--- src/rtl/pool_addr_pkg.sv ---
// Shared types and helpers for the pooling-window address generator.
// State encoding and a width function that never returns zero.
package pool_addr_pkg;

    typedef enum logic [1:0] {
        IDLE,
        RUN,
        DRAIN,
        DONE
    } state_t;

    function automatic int clog2f(input int n);
        return (n <= 1) ? 1 : $clog2(n);
    endfunction

endpackage

--- src/rtl/pool_window_addr_gen_lat_pipe.sv ---
// Valid-plus-tag delay line modelling the memory read latency.
// DEPTH of zero degenerates to a wire-through.
module lat_pipe #(
    parameter int DEPTH = 1,
    parameter int W     = 1
) (
    input  logic         clk,
    input  logic         reset,
    input  logic         in_valid,
    input  logic [W-1:0] in_tag,
    output logic         out_valid,
    output logic [W-1:0] out_tag
);

    if (DEPTH == 0) begin : g_wire
        logic unused_clk;
        assign unused_clk = clk ^ reset;
        assign out_valid  = in_valid;
        assign out_tag    = in_tag;
    end else begin : g_pipe
        logic [DEPTH-1:0]        v_q;
        logic [DEPTH-1:0][W-1:0] t_q;

        always_ff @(posedge clk) begin
            if (reset) begin
                v_q <= '0;
                t_q <= '0;
            end else begin
                v_q[0] <= in_valid;
                t_q[0] <= in_tag;
                for (int s = 1; s < DEPTH; s++) begin
                    v_q[s] <= v_q[s-1];
                    t_q[s] <= t_q[s-1];
                end
            end
        end

        assign out_valid = v_q[DEPTH-1];
        assign out_tag   = t_q[DEPTH-1];
    end

endmodule

--- src/rtl/pool_window_addr_gen.sv ---
// Walks a multi-channel feature map in non-overlapping KxK windows,
// presenting all K*K read addresses of one window per handshake.
module pool_window_addr_gen
    import pool_addr_pkg::*;
#(
    parameter int IMG_W    = 8,
    parameter int IMG_H    = 8,
    parameter int K        = 2,
    parameter int CH       = 1,
    parameter int READ_LAT = 1,
    localparam int AW  = clog2f(CH * IMG_W * IMG_H),
    localparam int GC  = IMG_W / K,
    localparam int GR  = IMG_H / K,
    localparam int CHW = clog2f(CH),
    localparam int RW  = clog2f(GR),
    localparam int LW  = clog2f(GC)
) (
    input  logic              clk,
    input  logic              reset,
    input  logic              start,
    input  logic              win_ready,
    output logic              win_valid,
    output logic [K*K*AW-1:0] addr,
    output logic [CHW-1:0]    win_ch,
    output logic [RW-1:0]     win_row,
    output logic [LW-1:0]     win_col,
    output logic              rd_valid,
    output logic [CHW-1:0]    rd_ch,
    output logic [RW-1:0]     rd_row,
    output logic [LW-1:0]     rd_col,
    output logic              busy,
    output logic              done
);

    if (IMG_W % K != 0 || IMG_H % K != 0 || K < 2 || K > 4 ||
        CH < 1 || READ_LAT < 0 || READ_LAT > 4) begin : g_bad_cfg
        $error("pool_window_addr_gen: illegal parameter set");
    end

    localparam int TW = CHW + RW + LW;
    localparam logic [CHW-1:0] CH_LAST  = CHW'(CH - 1);
    localparam logic [RW-1:0]  ROW_LAST = RW'(GR - 1);
    localparam logic [LW-1:0]  COL_LAST = LW'(GC - 1);
    localparam logic [AW-1:0]  COL_STEP = AW'(K);
    localparam logic [AW-1:0]  ROW_STEP = AW'((K - 1) * IMG_W + K);
    localparam logic [2:0]     DRAIN_INIT = 3'(READ_LAT > 0 ? READ_LAT - 1 : 0);

    state_t          state_q, state_d;
    logic [CHW-1:0]  ch_q;
    logic [RW-1:0]   row_q;
    logic [LW-1:0]   col_q;
    logic [AW-1:0]   base_q;
    logic [2:0]      drain_q;
    logic            load;
    logic            accept;
    logic            last_win;
    logic [TW-1:0]   acc_tag;
    logic [TW-1:0]   rd_tag;

    assign win_valid = (state_q == RUN);
    assign accept    = win_valid && win_ready;
    assign last_win  = (ch_q == CH_LAST) && (row_q == ROW_LAST) &&
                       (col_q == COL_LAST);

    always_comb begin
        state_d = state_q;
        load    = 1'b0;
        unique case (state_q)
            IDLE: begin
                if (start) begin
                    state_d = RUN;
                    load    = 1'b1;
                end
            end
            RUN: begin
                if (accept && last_win) begin
                    state_d = (READ_LAT > 0) ? DRAIN : DONE;
                end
            end
            DRAIN: begin
                if (drain_q == 3'd0) begin
                    state_d = DONE;
                end
            end
            DONE: begin
                if (start) begin
                    state_d = RUN;
                    load    = 1'b1;
                end
            end
            default: state_d = IDLE;
        endcase
    end

    always_ff @(posedge clk) begin
        if (reset) begin
            state_q <= IDLE;
        end else begin
            state_q <= state_d;
        end
    end

    // Row wrap steps the base past the K-1 rows already covered.
    always_ff @(posedge clk) begin
        if (reset || load) begin
            ch_q   <= '0;
            row_q  <= '0;
            col_q  <= '0;
            base_q <= '0;
        end else if (accept && !last_win) begin
            if (col_q == COL_LAST) begin
                col_q  <= '0;
                base_q <= base_q + ROW_STEP;
                if (row_q == ROW_LAST) begin
                    row_q <= '0;
                    ch_q  <= ch_q + CHW'(1);
                end else begin
                    row_q <= row_q + RW'(1);
                end
            end else begin
                col_q  <= col_q + LW'(1);
                base_q <= base_q + COL_STEP;
            end
        end
    end

    always_ff @(posedge clk) begin
        if (reset) begin
            drain_q <= '0;
        end else if (state_q == RUN) begin
            drain_q <= DRAIN_INIT;
        end else if (state_q == DRAIN && drain_q != 3'd0) begin
            drain_q <= drain_q - 3'd1;
        end
    end

    for (genvar i = 0; i < K; i++) begin : g_row
        for (genvar j = 0; j < K; j++) begin : g_col
            localparam logic [AW-1:0] OFF = AW'(i * IMG_W + j);
            assign addr[(i*K+j)*AW +: AW] = win_valid ? base_q + OFF : '0;
        end
    end

    assign win_ch  = win_valid ? ch_q  : '0;
    assign win_row = win_valid ? row_q : '0;
    assign win_col = win_valid ? col_q : '0;
    assign acc_tag = accept ? {ch_q, row_q, col_q} : '0;

    lat_pipe #(
        .DEPTH (READ_LAT),
        .W     (TW)
    ) u_pipe (
        .clk       (clk),
        .reset     (reset),
        .in_valid  (accept),
        .in_tag    (acc_tag),
        .out_valid (rd_valid),
        .out_tag   (rd_tag)
    );

    assign {rd_ch, rd_row, rd_col} = rd_tag;

    assign busy = (state_q == RUN) || (state_q == DRAIN);
    assign done = (state_q == DONE);

endmodule

--- config.mk ---
export PLATFORM = sky130hd
export DESIGN_NAME = pool_window_addr_gen
export DESIGN_NICKNAME = d
export VERILOG_FILES = /design/src/rtl/pool_addr_pkg.sv /design/src/rtl/pool_window_addr_gen_lat_pipe.sv /design/src/rtl/pool_window_addr_gen.sv
export SDC_FILE = /design/constraint.sdc
export NUM_CORES = 1
export LEC_CHECK = 0
export CORE_AREA = 2 2 56 58
export CTS_BUF_LIST = sky130_fd_sc_hd__clkbuf_4 sky130_fd_sc_hd__clkbuf_8
export DETAILED_ROUTE_END_ITERATION = 8
export DIE_AREA = 0 0 58 60
export PLACE_DENSITY = 0.79
export SLEW_MARGIN = 20
export SYNTH_ARGS = -nofsm -noshare
export SYNTH_HDL_FRONTEND = slang
export SYNTH_SLANG_ARGS = --single-unit
--- constraint.sdc ---
create_clock -name clk -period 2.4 [get_ports clk]
set_clock_uncertainty 0.05 [all_clocks]
set_input_delay 0.6 -clock clk [delete_from_list [all_inputs] [get_ports clk]]
set_output_delay 0.6 -clock clk [all_outputs]
set_load 0.01 [all_outputs]
==> impl_metrics.yaml <==
grt:
  overflow: 0
  antenna_found_initial: 0
  grt_pass1_vias: 929
  grt_first_pass_wirelength_um: 3890
  track_usage: 0.145
  grt_max_degree: 15
timing:
  hold_viol: 0
  fin_setup_tns_ns: 0
  post-route-period-util: 0.963
  layout_min_cycle_time_ns: 2.31
  rsz0062_at_grt: "false"
  finalSetupViolCount: 0
  slew_violations: 0
  max_freq_mhz: 432
synthesis:
  syn_inst: 148
  synth_area_leaders: "dfxtp_1 32%, ha_1 11%, buf_4 10%"
  seq_area_frac_synth: 0.322
  synth.top_cell.area_share: 0.322
  ys_warn_count: 0
  ys_types: 39
  synthArstFlopShare: 0
  ys.flop_type: "dfxtp_1"
  syn_area_um2: 1310
  synth-seq-cells: 21
  syn_area_per_cell_um2: 8.83
  synth_edf_count: 0
  synth.largest_area_cell: "dfxtp_1"
clocking:
  h-tree-depth: 1
  clock_latency_ns: 0.31
  cts.sinks: 21
  cts_tree: "built"
  clock_path_buffers: 2
  clkTransAtPathRegs_ns: 0.12
  cts_buffers: 3
  holdBufCountCts: 0
  cts-root-buf: "clkbuf_4"
setup_path:
  crit_end: "win_valid"
  regToRegSetupSlack_ns: 0.63
  crit_arrival_ns: 1.66
  path_class: "reg2out"
  cp-end-kind: "output port"
  worst_ep_required_time_ns: 1.75
  crit_start: "state_q[1]$_SDFFE_PP0P_"
  path_depth: 4
  start_kind: "flip-flop"
  cp_max_fo: 14
  cpPeakStageDelay_ns: 0.54
  critPathBufInv: 3
  crit_chain: "inv_2, ha_4, buf_6, clkdlybuf4s50_1"
  cpMaxStageDelayCell: "clkdlybuf4s50_1"
  rr_endpoint: "state_q[0]$_SDFFE_PP0P_"
  rr_worst_depth: 7
  r2r_start: "state_q[1]$_SDFFE_PP0P_"
  critPathTopFamily: "buffers and inverters"
hold_path:
  min-delay-start: "row_q[1]$_SDFFE_PP0P_"
  hold_path_class: "reg2reg"
detailed_routing:
  routed_wl_um: 2410
  wl_per_cell_um: 11.7
  via_per_inst: 4.95
  drt_drc_violations_left: 0
  drtAntennaViolNets: 0
  vias: 1014
  firstDrtPassIters: 4
  drt_iter0_markers: 15
floorplanning:
  num_rows: 20
  io_pins: 42
  design.core.area_um2: 2900
  start_util: 0.450
  die_y_um: 60
  dieArea_um2: 3480
  die_x_um: 58
status:
  outcome: "completed"
place:
  place.gp.congestion: 0.813
  portBuffers: 39
  dp_hpwl_um: 1870
  dpl-instance-area_um2: 1590
finish:
  seqCellArea_um2: 429
  postLayoutCellArea_um2: 1660
  area_growth_pct: 27.2
  drive_gt1_frac: 0.128
  n_fill_cell: 278
  final_nets: 188
  multiInputGateArea_um2: 693
  diodes: 0
pwr:
  p_per_area_nw_per_um2: 601
  leakage_uw: 0.000944
  vdd_ir_drop_max_mv: 0.485
run:
  max-cap-violations: 0
## power by group
part	switching (µW)	internal, µW	leakage (µW)
combinational	209	208	0.000754
sequential	31.4	376	0.000172
clock	114	62.2	0.0000177
total	354	646	0.000944
## worst register-to-register path: stages, from the launching register on
cell       delay, ns
dfxtp_1         0.41
inv_2           0.08
ha_4            0.20
buf_6           0.15
and2b_1         0.18
a2111oi_4       0.36
nor2_1          0.07
a211oi_1        0.19
## metal layers
layer / up-vias / wire, µm / GRT usage
li1: 513 / - / -
met1: 470 / 974 / 0.156
met2: 27 / 1280 / 0.287
met3: 4 / 126 / 0.0195
met4: 0 / 25 / 0.0498
met5: - / 0 / 0
## cells in the mapped netlist (2+ instances only)
cell type / n
buf_4: 18
buf_6: 2
nand3_1: 3
and2_1: 13
dfxtp_1: 21
and2b_1: 2
nand2_1: 10
a2111oi_0: 2
nor2_1: 12
nand4_1: 2
xor2_1: 4
nor3_1: 3
and3_1: 5
xnor2_1: 2
a21oi_1: 6
ha_1: 11
buf_2: 2
inv_1: 9
## placed cells by master (no fill, tap or decap), types with 2 or more instances in the layout
cell type,netlist,final
a2111oi_0,2,2
a21oi_1,6,6
and2_1,13,13
and2b_1,2,2
and3_1,5,5
buf_4,18,2
clkbuf_4,0,3
clkdlybuf4s50_1,0,19
conb_1,1,2
dfxtp_1,21,18
dfxtp_4,0,2
dlygate4sd2_1,0,9
dlymetal6s2s_1,0,11
ha_1,11,10
inv_1,9,8
inv_2,1,2
nand2_1,10,10
nand3_1,3,3
nand4_1,2,2
nor2_1,12,12
nor3_1,3,3
xnor2_1,2,2
xor2_1,4,4
## per-stage QoR
step	setup WS (ns)	cells	hold WS [ns]	utilization	power, µW
floorplan	0.350	149	0.407	-	703
global placement	0.196	201	0.419	0.549	815
detailed placement	0.132	201	0.435	0.549	831
CTS	-0.00361	205	0.453	0.561	1020
global route	0.0218	205	0.471	0.572	1060
finish	0.0876	205	0.450	0.572	999
## cell type report
class	instances	area share
clock buffers	3	0.0136
flip-flops and latches	21	0.258
well taps	33	0.0248
repair buffers	42	0.261
clock inverters	1	0.00301
inverters	10	0.0226
multi-input cells	95	0.417
## repair_timing
action	CTS	global route
resized for setup	15	14
endpoints found under the setup margin	28	18
setup buffers	0	0
## how the worst min path moves through the flow
stage / cells past startpoint / endpoint / slack (ns)
2_1_floorplan: 2 / row_q[1]$_SDFFE_PP0P_ / 0.41
3_3_place_gp: 2 / row_q[1]$_SDFFE_PP0P_ / 0.42
3_5_place_dp: 2 / row_q[1]$_SDFFE_PP0P_ / 0.44
4_1_cts: 2 / row_q[1]$_SDFFE_PP0P_ / 0.45
5_1_grt: 2 / row_q[1]$_SDFFE_PP0P_ / 0.47
6_report: 2 / row_q[1]$_SDFFE_PP0P_ / 0.45
## sequential cells by signal (all words and copies together), names as in the netlist
register and flops:
row_q 2, u_pipe.out_tag 5, ch_q 1, u_pipe.out_valid 1
state_q 2, col_q 2, base_q 5, drain_q 3
## cells by family (layout without fill, tap and decap cells)
kind of cell / after synthesis / count (layout) / share of synthesized area
muxes: 2 / 2 / 0.0192
other: 1 / 2 / 0.00287
xor gates and xnor gates: 6 / 6 / 0.0402
DFF: 21 / 21 / 0.322
buffers and inverters: 33 / 56 / 0.160
and+or+nand+nor: 58 / 58 / 0.252
AOI/OAI and AO/OA: 16 / 16 / 0.0987
adders and majority gates: 11 / 11 / 0.105
Note: power is estimated with default switching activity, not from simulation.
